`src/rtl/hex_display_ctrl_pkg.sv`:
```
// Shared constants for the hex display controller: the segment width and the
// active-low seven-segment codes (bit6 = a ... bit0 = g).
package hex_display_ctrl_pkg;

    localparam int SEG_W = 7;

    localparam logic [SEG_W-1:0] SEG_0     = 7'b0000001;
    localparam logic [SEG_W-1:0] SEG_1     = 7'b1001111;
    localparam logic [SEG_W-1:0] SEG_2     = 7'b0010010;
    localparam logic [SEG_W-1:0] SEG_3     = 7'b0000110;
    localparam logic [SEG_W-1:0] SEG_4     = 7'b1001100;
    localparam logic [SEG_W-1:0] SEG_5     = 7'b0100100;
    localparam logic [SEG_W-1:0] SEG_6     = 7'b0100000;
    localparam logic [SEG_W-1:0] SEG_7     = 7'b0001111;
    localparam logic [SEG_W-1:0] SEG_8     = 7'b0000000;
    localparam logic [SEG_W-1:0] SEG_9     = 7'b0001100;
    localparam logic [SEG_W-1:0] SEG_A     = 7'b0001000;
    localparam logic [SEG_W-1:0] SEG_B     = 7'b1100000;
    localparam logic [SEG_W-1:0] SEG_C     = 7'b0110001;
    localparam logic [SEG_W-1:0] SEG_D     = 7'b1000010;
    localparam logic [SEG_W-1:0] SEG_E     = 7'b0110000;
    localparam logic [SEG_W-1:0] SEG_F     = 7'b0111000;
    localparam logic [SEG_W-1:0] SEG_BLANK = 7'b1111111;

    // Minimum-1 bit width for a counter that must hold values 0..n-1.
    function automatic int cnt_width(input int n);
        if (n > 1) begin
            return $clog2(n);
        end else begin
            return 1;
        end
    endfunction

endpackage

```
`src/rtl/hex_display_ctrl_seg7.sv`:
```
// Combinational hex nibble to active-low seven-segment decoder.
module hex_to_seg7
    import hex_display_ctrl_pkg::*;
(
    input  logic [3:0]       nibble,
    output logic [SEG_W-1:0] seg
);

    // Map each nibble value to its glyph; unreachable default shows blank.
    always_comb begin
        seg = SEG_BLANK;
        case (nibble)
            4'h0:    seg = SEG_0;
            4'h1:    seg = SEG_1;
            4'h2:    seg = SEG_2;
            4'h3:    seg = SEG_3;
            4'h4:    seg = SEG_4;
            4'h5:    seg = SEG_5;
            4'h6:    seg = SEG_6;
            4'h7:    seg = SEG_7;
            4'h8:    seg = SEG_8;
            4'h9:    seg = SEG_9;
            4'hA:    seg = SEG_A;
            4'hB:    seg = SEG_B;
            4'hC:    seg = SEG_C;
            4'hD:    seg = SEG_D;
            4'hE:    seg = SEG_E;
            4'hF:    seg = SEG_F;
            default: seg = SEG_BLANK;
        endcase
    end

endmodule

```
`src/rtl/hex_display_ctrl.sv`:
```
// Hex display controller: drives NUM_DIGITS digits both as static segment
// fields (hex_o) and as a time-multiplexed scan (seg_o/an_o). New values are
// staged in a shadow register and committed only on a frame boundary so a
// scan frame never shows a mix of old and new digits.
module hex_display_ctrl
    import hex_display_ctrl_pkg::*;
#(
    parameter int NUM_DIGITS  = 6,
    parameter int REFRESH_DIV = 50000
) (
    input  logic                        clock,
    input  logic                        reset,
    input  logic [4*NUM_DIGITS-1:0]     data_i,
    input  logic                        load_i,
    input  logic                        blank_lz_i,
    output logic [SEG_W*NUM_DIGITS-1:0] hex_o,
    output logic [SEG_W-1:0]            seg_o,
    output logic [NUM_DIGITS-1:0]       an_o,
    output logic                        pending_o,
    output logic                        frame_o
);

    localparam int DW = 4 * NUM_DIGITS;
    localparam int HW = SEG_W * NUM_DIGITS;
    localparam int PW = cnt_width(REFRESH_DIV);
    localparam int SW = cnt_width(NUM_DIGITS);

    localparam logic [PW-1:0] CNT_LAST  = PW'(REFRESH_DIV - 1);
    localparam logic [SW-1:0] SCAN_LAST = SW'(NUM_DIGITS - 1);

    logic [PW-1:0]         count_r;
    logic [SW-1:0]         scan_r;
    logic                  tick_s;
    logic                  frame_s;

    logic [DW-1:0]         active_r;
    logic [DW-1:0]         shadow_r;
    logic                  pending_r;

    logic [NUM_DIGITS-1:0] zero_from_s;
    logic [NUM_DIGITS-1:0] blank_s;
    logic [HW-1:0]         dec_s;
    logic [HW-1:0]         hex_next_s;
    logic [3:0]            scan_nib_s;
    logic                  scan_blank_s;
    logic [SEG_W-1:0]      scan_dec_s;
    logic [SEG_W-1:0]      seg_next_s;
    logic [NUM_DIGITS-1:0] an_next_s;

    logic [HW-1:0]         hex_r;
    logic [SEG_W-1:0]      seg_r;
    logic [NUM_DIGITS-1:0] an_r;

    // The frame boundary must coincide with the commit cycle, so it is decoded
    // straight from the counter state (and suppressed while reset is held).
    assign tick_s  = (count_r == CNT_LAST);
    assign frame_s = tick_s && (scan_r == SCAN_LAST) && !reset;

    // Prescaler: counts 0..REFRESH_DIV-1 and wraps on tick.
    always_ff @(posedge clock) begin
        if (reset) begin
            count_r <= {PW{1'b0}};
        end else if (tick_s) begin
            count_r <= {PW{1'b0}};
        end else begin
            count_r <= count_r + PW'(1);
        end
    end

    // Scan index: advances once per tick, wrapping after the last digit.
    always_ff @(posedge clock) begin
        if (reset) begin
            scan_r <= {SW{1'b0}};
        end else if (tick_s) begin
            if (scan_r == SCAN_LAST) begin
                scan_r <= {SW{1'b0}};
            end else begin
                scan_r <= scan_r + SW'(1);
            end
        end else begin
            scan_r <= scan_r;
        end
    end

    // Shadow/active staging: loads wait in the shadow until a frame boundary;
    // a load on the boundary itself bypasses the shadow and drops any older one.
    always_ff @(posedge clock) begin
        if (reset) begin
            active_r  <= {DW{1'b0}};
            shadow_r  <= {DW{1'b0}};
            pending_r <= 1'b0;
        end else if (frame_s) begin
            if (load_i) begin
                active_r <= data_i;
            end else if (pending_r) begin
                active_r <= shadow_r;
            end else begin
                active_r <= active_r;
            end
            shadow_r  <= shadow_r;
            pending_r <= 1'b0;
        end else if (load_i) begin
            active_r  <= active_r;
            shadow_r  <= data_i;
            pending_r <= 1'b1;
        end else begin
            active_r  <= active_r;
            shadow_r  <= shadow_r;
            pending_r <= pending_r;
        end
    end

    // Leading-zero detection: zero_from_s[k] is set when nibbles k..top are
    // all zero; digit 0 is never blanked so a zero value still shows "0".
    always_comb begin
        logic zero_run_s;
        zero_run_s  = 1'b1;
        zero_from_s = {NUM_DIGITS{1'b0}};
        blank_s     = {NUM_DIGITS{1'b0}};
        for (int k = NUM_DIGITS - 1; k >= 0; k--) begin
            zero_run_s     = zero_run_s && (active_r[4*k +: 4] == 4'h0);
            zero_from_s[k] = zero_run_s;
            blank_s[k]     = blank_lz_i && (k != 0) && zero_run_s;
        end
    end

    // One decoder per static digit.
    for (genvar g = 0; g < NUM_DIGITS; g++) begin : g_dig
        hex_to_seg7 u_dec (
            .nibble (active_r[4*g +: 4]),
            .seg    (dec_s[SEG_W*g +: SEG_W])
        );
    end

    // A separate decoder for the scanned digit.
    hex_to_seg7 u_scan_dec (
        .nibble (scan_nib_s),
        .seg    (scan_dec_s)
    );

    // Select the scanned nibble, its blanking and the one-cold anode pattern.
    always_comb begin
        scan_nib_s   = 4'h0;
        scan_blank_s = 1'b0;
        an_next_s    = {NUM_DIGITS{1'b1}};
        for (int k = 0; k < NUM_DIGITS; k++) begin
            if (scan_r == SW'(k)) begin
                scan_nib_s   = active_r[4*k +: 4];
                scan_blank_s = blank_s[k];
                an_next_s[k] = 1'b0;
            end else begin
                an_next_s[k] = 1'b1;
            end
        end
    end

    // Apply blanking to the decoded static and scanned glyphs.
    always_comb begin
        hex_next_s = {HW{1'b1}};
        for (int k = 0; k < NUM_DIGITS; k++) begin
            if (blank_s[k]) begin
                hex_next_s[SEG_W*k +: SEG_W] = SEG_BLANK;
            end else begin
                hex_next_s[SEG_W*k +: SEG_W] = dec_s[SEG_W*k +: SEG_W];
            end
        end
        if (scan_blank_s) begin
            seg_next_s = SEG_BLANK;
        end else begin
            seg_next_s = scan_dec_s;
        end
    end

    // Output registers: everything dark while in reset.
    always_ff @(posedge clock) begin
        if (reset) begin
            hex_r <= {HW{1'b1}};
            seg_r <= SEG_BLANK;
            an_r  <= {NUM_DIGITS{1'b1}};
        end else begin
            hex_r <= hex_next_s;
            seg_r <= seg_next_s;
            an_r  <= an_next_s;
        end
    end

    assign hex_o     = hex_r;
    assign seg_o     = seg_r;
    assign an_o      = an_r;
    assign pending_o = pending_r;
    assign frame_o   = frame_s;

endmodule

```
`config.mk`:
```
export PLATFORM = sky130hd
export DESIGN_NAME = hex_display_ctrl
export DESIGN_NICKNAME = d
export VERILOG_FILES = /design/src/rtl/hex_display_ctrl_pkg.sv /design/src/rtl/hex_display_ctrl_seg7.sv /design/src/rtl/hex_display_ctrl.sv
export SDC_FILE = /design/constraint.sdc
export NUM_CORES = 1
export LEC_CHECK = 0
export ABC_CLOCK_PERIOD_IN_PS = 4600
export CORE_MARGIN = 1.5
export CORE_UTILIZATION = 45
export CTS_BUF_LIST = sky130_fd_sc_hd__clkbuf_4
export CTS_CLUSTER_DIAMETER = 100
export DETAILED_ROUTE_END_ITERATION = 10
export PLACE_DENSITY = 0.67
export SKIP_LAST_GASP = 1
export SYNTH_ARGS = -nofsm -noshare
export SYNTH_HDL_FRONTEND = slang
export SYNTH_HIERARCHICAL = 1
export SYNTH_SLANG_ARGS = --single-unit
```
`constraint.sdc`:
```
create_clock -name clock -period 4.6 [get_ports clock]
set_input_delay 0.69 -clock clock [delete_from_list [all_inputs] [get_ports clock]]
set_output_delay 0.69 -clock clock [all_outputs]
set_load 0.01 [all_outputs]
```
==> summary.md <==
| Metric | Value |
|---|---|
| Post-synthesis adder-cell area fraction | `0.0799` |
| Antenna violations before repair | `1` |
| Area Growth Syn to Fin | `17.7%` |
| Fmax achieved | `0.277 GHz` |
| Pwr Density | `around 260 nW/um^2` |
| Wire length on met3 | `~640 um` |
| Drt drc | `0` |
| Slew at the pin with the worst max-slew slack | `around 0.72 ns` |
| Root buf cell | `clkbuf_4` |
| Simple-gate share of the synthesized area | `0.217` |
| Routed length on met2 | `~6400 um` |
| Vias | `~5700` |
| Skew-Pair Late Insertion Delay | `approximately 0.55 ns` |
| Top post-synthesis cells by area | `dfxtp_1 (36%), ha_1 (8.0%), mux2i_1 (4.9%), mux2_2 (4.9%), nand2_1 (4.2%)` |
| Die area | `around 16000 sq um` |
| Total Wirelength | `14900 um` |
| Critical path required time | `between 3 and 4 ns` |
| Status | `completed` |
| Clk pwr share | `0.395` |
| Multiplexer share of the synthesized area | `0.112` |
| Post-Syn Instances | `795` |
| Rows | `45` |
| Wire length per cell | `approximately 14 um` |
| Mapped Area | `6890 sq um` |
| HP Start | `shadow_r[18]` |
| Crit path from | `count_r[10]` |
| IO Port Bufs | `84` |
| Final core utilization | `0.537` |
| Largest net degree at the start of global routing | `60` |
| Initial Util | `0.456` |
| Critical Path Max Stage Delay | `0.57 ns` |
| Net Switching | `518 uW` |
| Hold Crit Class | `reg2reg` |
| Number of distinct library cells after synthesis | `between 50 and 60` |
| Compound-Gate Fraction of Synth Area | `0.167` |
| Comb pwr share | `0.086` |
| Internal | `roughly 1.6 mW` |
| Final ANT Viol Nets | `0` |
| Post-synth top area share | `0.358` |
| Vias in the first global route | `approximately 5000` |
| Setup CP Type | `reg2out` |
| RePlAce Congestion | `between 0.8 and 0.9` |
| Yosys reg bits | `123` |
| Endpoint type of the worst setup path | `output port` |
| Post-DR vias/cell | `around 5.3` |
| # hold bufs at CTS | `0` |
| Nets@finish | `929` |
| Setup total negative slack | `0 ns` |
| Leakage | `between 2 and 3 nW` |
| Main synth FF type | `dfxtp_1` |
| Max transition margin | `0.519` |
| Async set or reset register ratio after synthesis | `0` |
| Chip height | `roughly 130 um` |
| DR iter-0 viols | `roughly 410` |
| Crit share post-route | `0.784` |
| Post-CTS setup buffers | `0` |
| CTS tree | `built` |
| First-pass GRT wire length | `24700 um` |
| RSZ-0062 raised after global routing | `false` |
| Number of setup violations in the final report | `0` |
| First-pass iteration count of the detailed router | `5` |
| Max Slew Vio Count | `0` |
| Synth warn | `6` |
| Clk_skew | `between 0.01 and 0.015 ns` |
| Sw Share | `0.241` |
| MaxCap Viol Count | `0` |
| Maximum vdd drop | `between 100 and 150 uV` |
| Crit start category | `flip-flop` |
| CTS clock-pin slew for the worst setup and hold paths | `approximately 0.11 ns` |
| Number of enable flip-flop cells after synthesis | `0` |
| Seq pwr share | `0.519` |
| Crit-path max FO | `31` |
| Maximum clock insertion buffer count | `2` |
| Layout cell share with drive strength beyond 1 | `0.120` |
| CTS Buf Count | `17` |
| Crit path DAT | `just under 3 ns` |
| Post-DP HPWL | `between 10000 and 15000 um` |
| DR top layer | `met4` |
| Leading area contributor after synthesis | `dfxtp_1` |
| Syn_nets | `roughly 870` |
| Met1 Routed Length | `roughly 7700 um` |
| Clock sink total | `around 120` |
| XOR/XNOR Fraction of Synth Area | `0.0140` |
| Syn avg cell area | `roughly 8.7 sq um` |
| Die Span X | `127 um` |
| CP max stage cell | `or4b_4` |
| GRT Total Usage | `0.192` |
| Sequential area share after synthesis | `0.358` |
| CTS H-Tree Depth | `4` |
| Final Hold Fails | `0` |
| Fin crit period | `about 3.6 ns` |
| Critical Path, Cell by Cell | `or4b_4, or4_1, buf_4, nor2_1, clkdlybuf4s50_1` |
| Largest family of logic cells by synthesized area | `simple AND/OR/NAND/NOR gates` |
| # IOs | `85` |
| R2r startpoint | `scan_r[1]` |
| Core box area | `15100 sq um` |
| GRT overflow | `0` |
| Post-CTS resize count | `0` |
[metrics by stage]
| stage | area, sq um | std cells | total power [mW] | hold WS, ns | worst slack [ns] |
|---|---|---|---|---|---|
| floorplan | 6890 | 795 | 1.24 | 0.426 | 1.84 |
| global placement | 7790 | 1026 | 1.32 | 0.440 | 1.46 |
| detailed placement | 7790 | 1026 | 1.32 | 0.446 | 1.42 |
| CTS | 8100 | 1058 | 2.17 | 0.465 | 0.917 |
| global route | 8100 | 1059 | 2.23 | 0.480 | 0.843 |
| finish | 8100 | 1059 | 2.15 | 0.459 | 0.991 |
[metal layers]
layer | up-vias | track usage
met5 | - | 0
met4 | 0 | 0.0729
met3 | 18 | 0.0464
met2 | 117 | 0.276
met1 | 2565 | 0.276
li1 | 2957 | -
[cell families after synthesis]
group	Yosys count
buf+inv	78
flops	123
simple gates	290
compound gates	179
mux	70
xor+xnor	11
fa+ha+maj	44
[critical path: cells and delay by family, from the launching register on]
| kind | cells | cell delay (ns) |
|---|---|---|
| flops | 1 | 0.37 |
| simple gates | 3 | 1.23 |
| buf+inv | 2 | 0.79 |
[synth_stat cells, drive strengths merged, types with 6 or more instances]
master / n
clkbuf: 31
nand2: 78
or4: 6
inv: 24
nor2: 61
buf: 22
a21oi: 55
nand4: 26
a211oi: 7
o21ai: 52
or2: 8
a21boi: 6
ha: 44
nor4: 6
or3: 25
nor2b: 8
mux2i: 34
xor2: 7
nand3: 27
nand2b: 23
o31ai: 33
dfxtp: 123
mux2: 36
[final timing paths]
path	end	slack, ns	depth (start not counted)
max	frame_o	0.99	5
min	shadow_r[18]	0.46	2
max reg2reg	seg_o[3]	1.47	11
min reg2reg	shadow_r[18]	0.46	2
[cells in the final DEF, fill, tap and decap left out, types with 12 or more instances in the layout]
master           Yosys  routed
clkdlybuf4s50_1      0      83
nand4_1             26      26
dfxtp_1            123     123
o21ai_0             25      25
ha_1                44      44
o31ai_1             33      33
nand2_1             77      77
a21oi_1             55      55
nand3_1             27      27
buf_4                6      12
nand2b_1            23      23
mux2_2              30      30
nor2_1              61      61
clkbuf_4             0      18
inv_1               18      18
o21ai_1             25      25
or3_1               25      25
mux2i_1             34      34
[power by group through the flow]
stage	clock network [mW]	registers [mW]	logic, mW
after global routing	0.913	1.12	0.201
after global placement	0	1.14	0.183
after detailed placement	0	1.14	0.184
after CTS	0.870	1.11	0.186
final	0.847	1.11	0.185
after floorplan	0	1.15	0.0883
[area by class of cell]
type / count / area, sq um
Timing Repair Buffer: 96 / 926
Antenna cell: 1 / 2.50
Multi-Input combinational cell: 594 / 4070
Clock buffer: 18 / 135
Clock inverter: 14 / 178
Fill cell: 1453 / 6990
Inverter: 25 / 93.8
Sequential cell: 123 / 2460
Tap cell: 188 / 235
[registers in the layout, summed over array words and instances (netlist names)]
| register | flops |
|---|---|
| active_r | 24 |
| count_r | 16 |
| pending_o | 1 |
| shadow_r | 24 |
| an_o | 6 |
| scan_r | 3 |
| hex_o | 42 |
| seg_o | 7 |
Power figures use the tool's default switching activity.
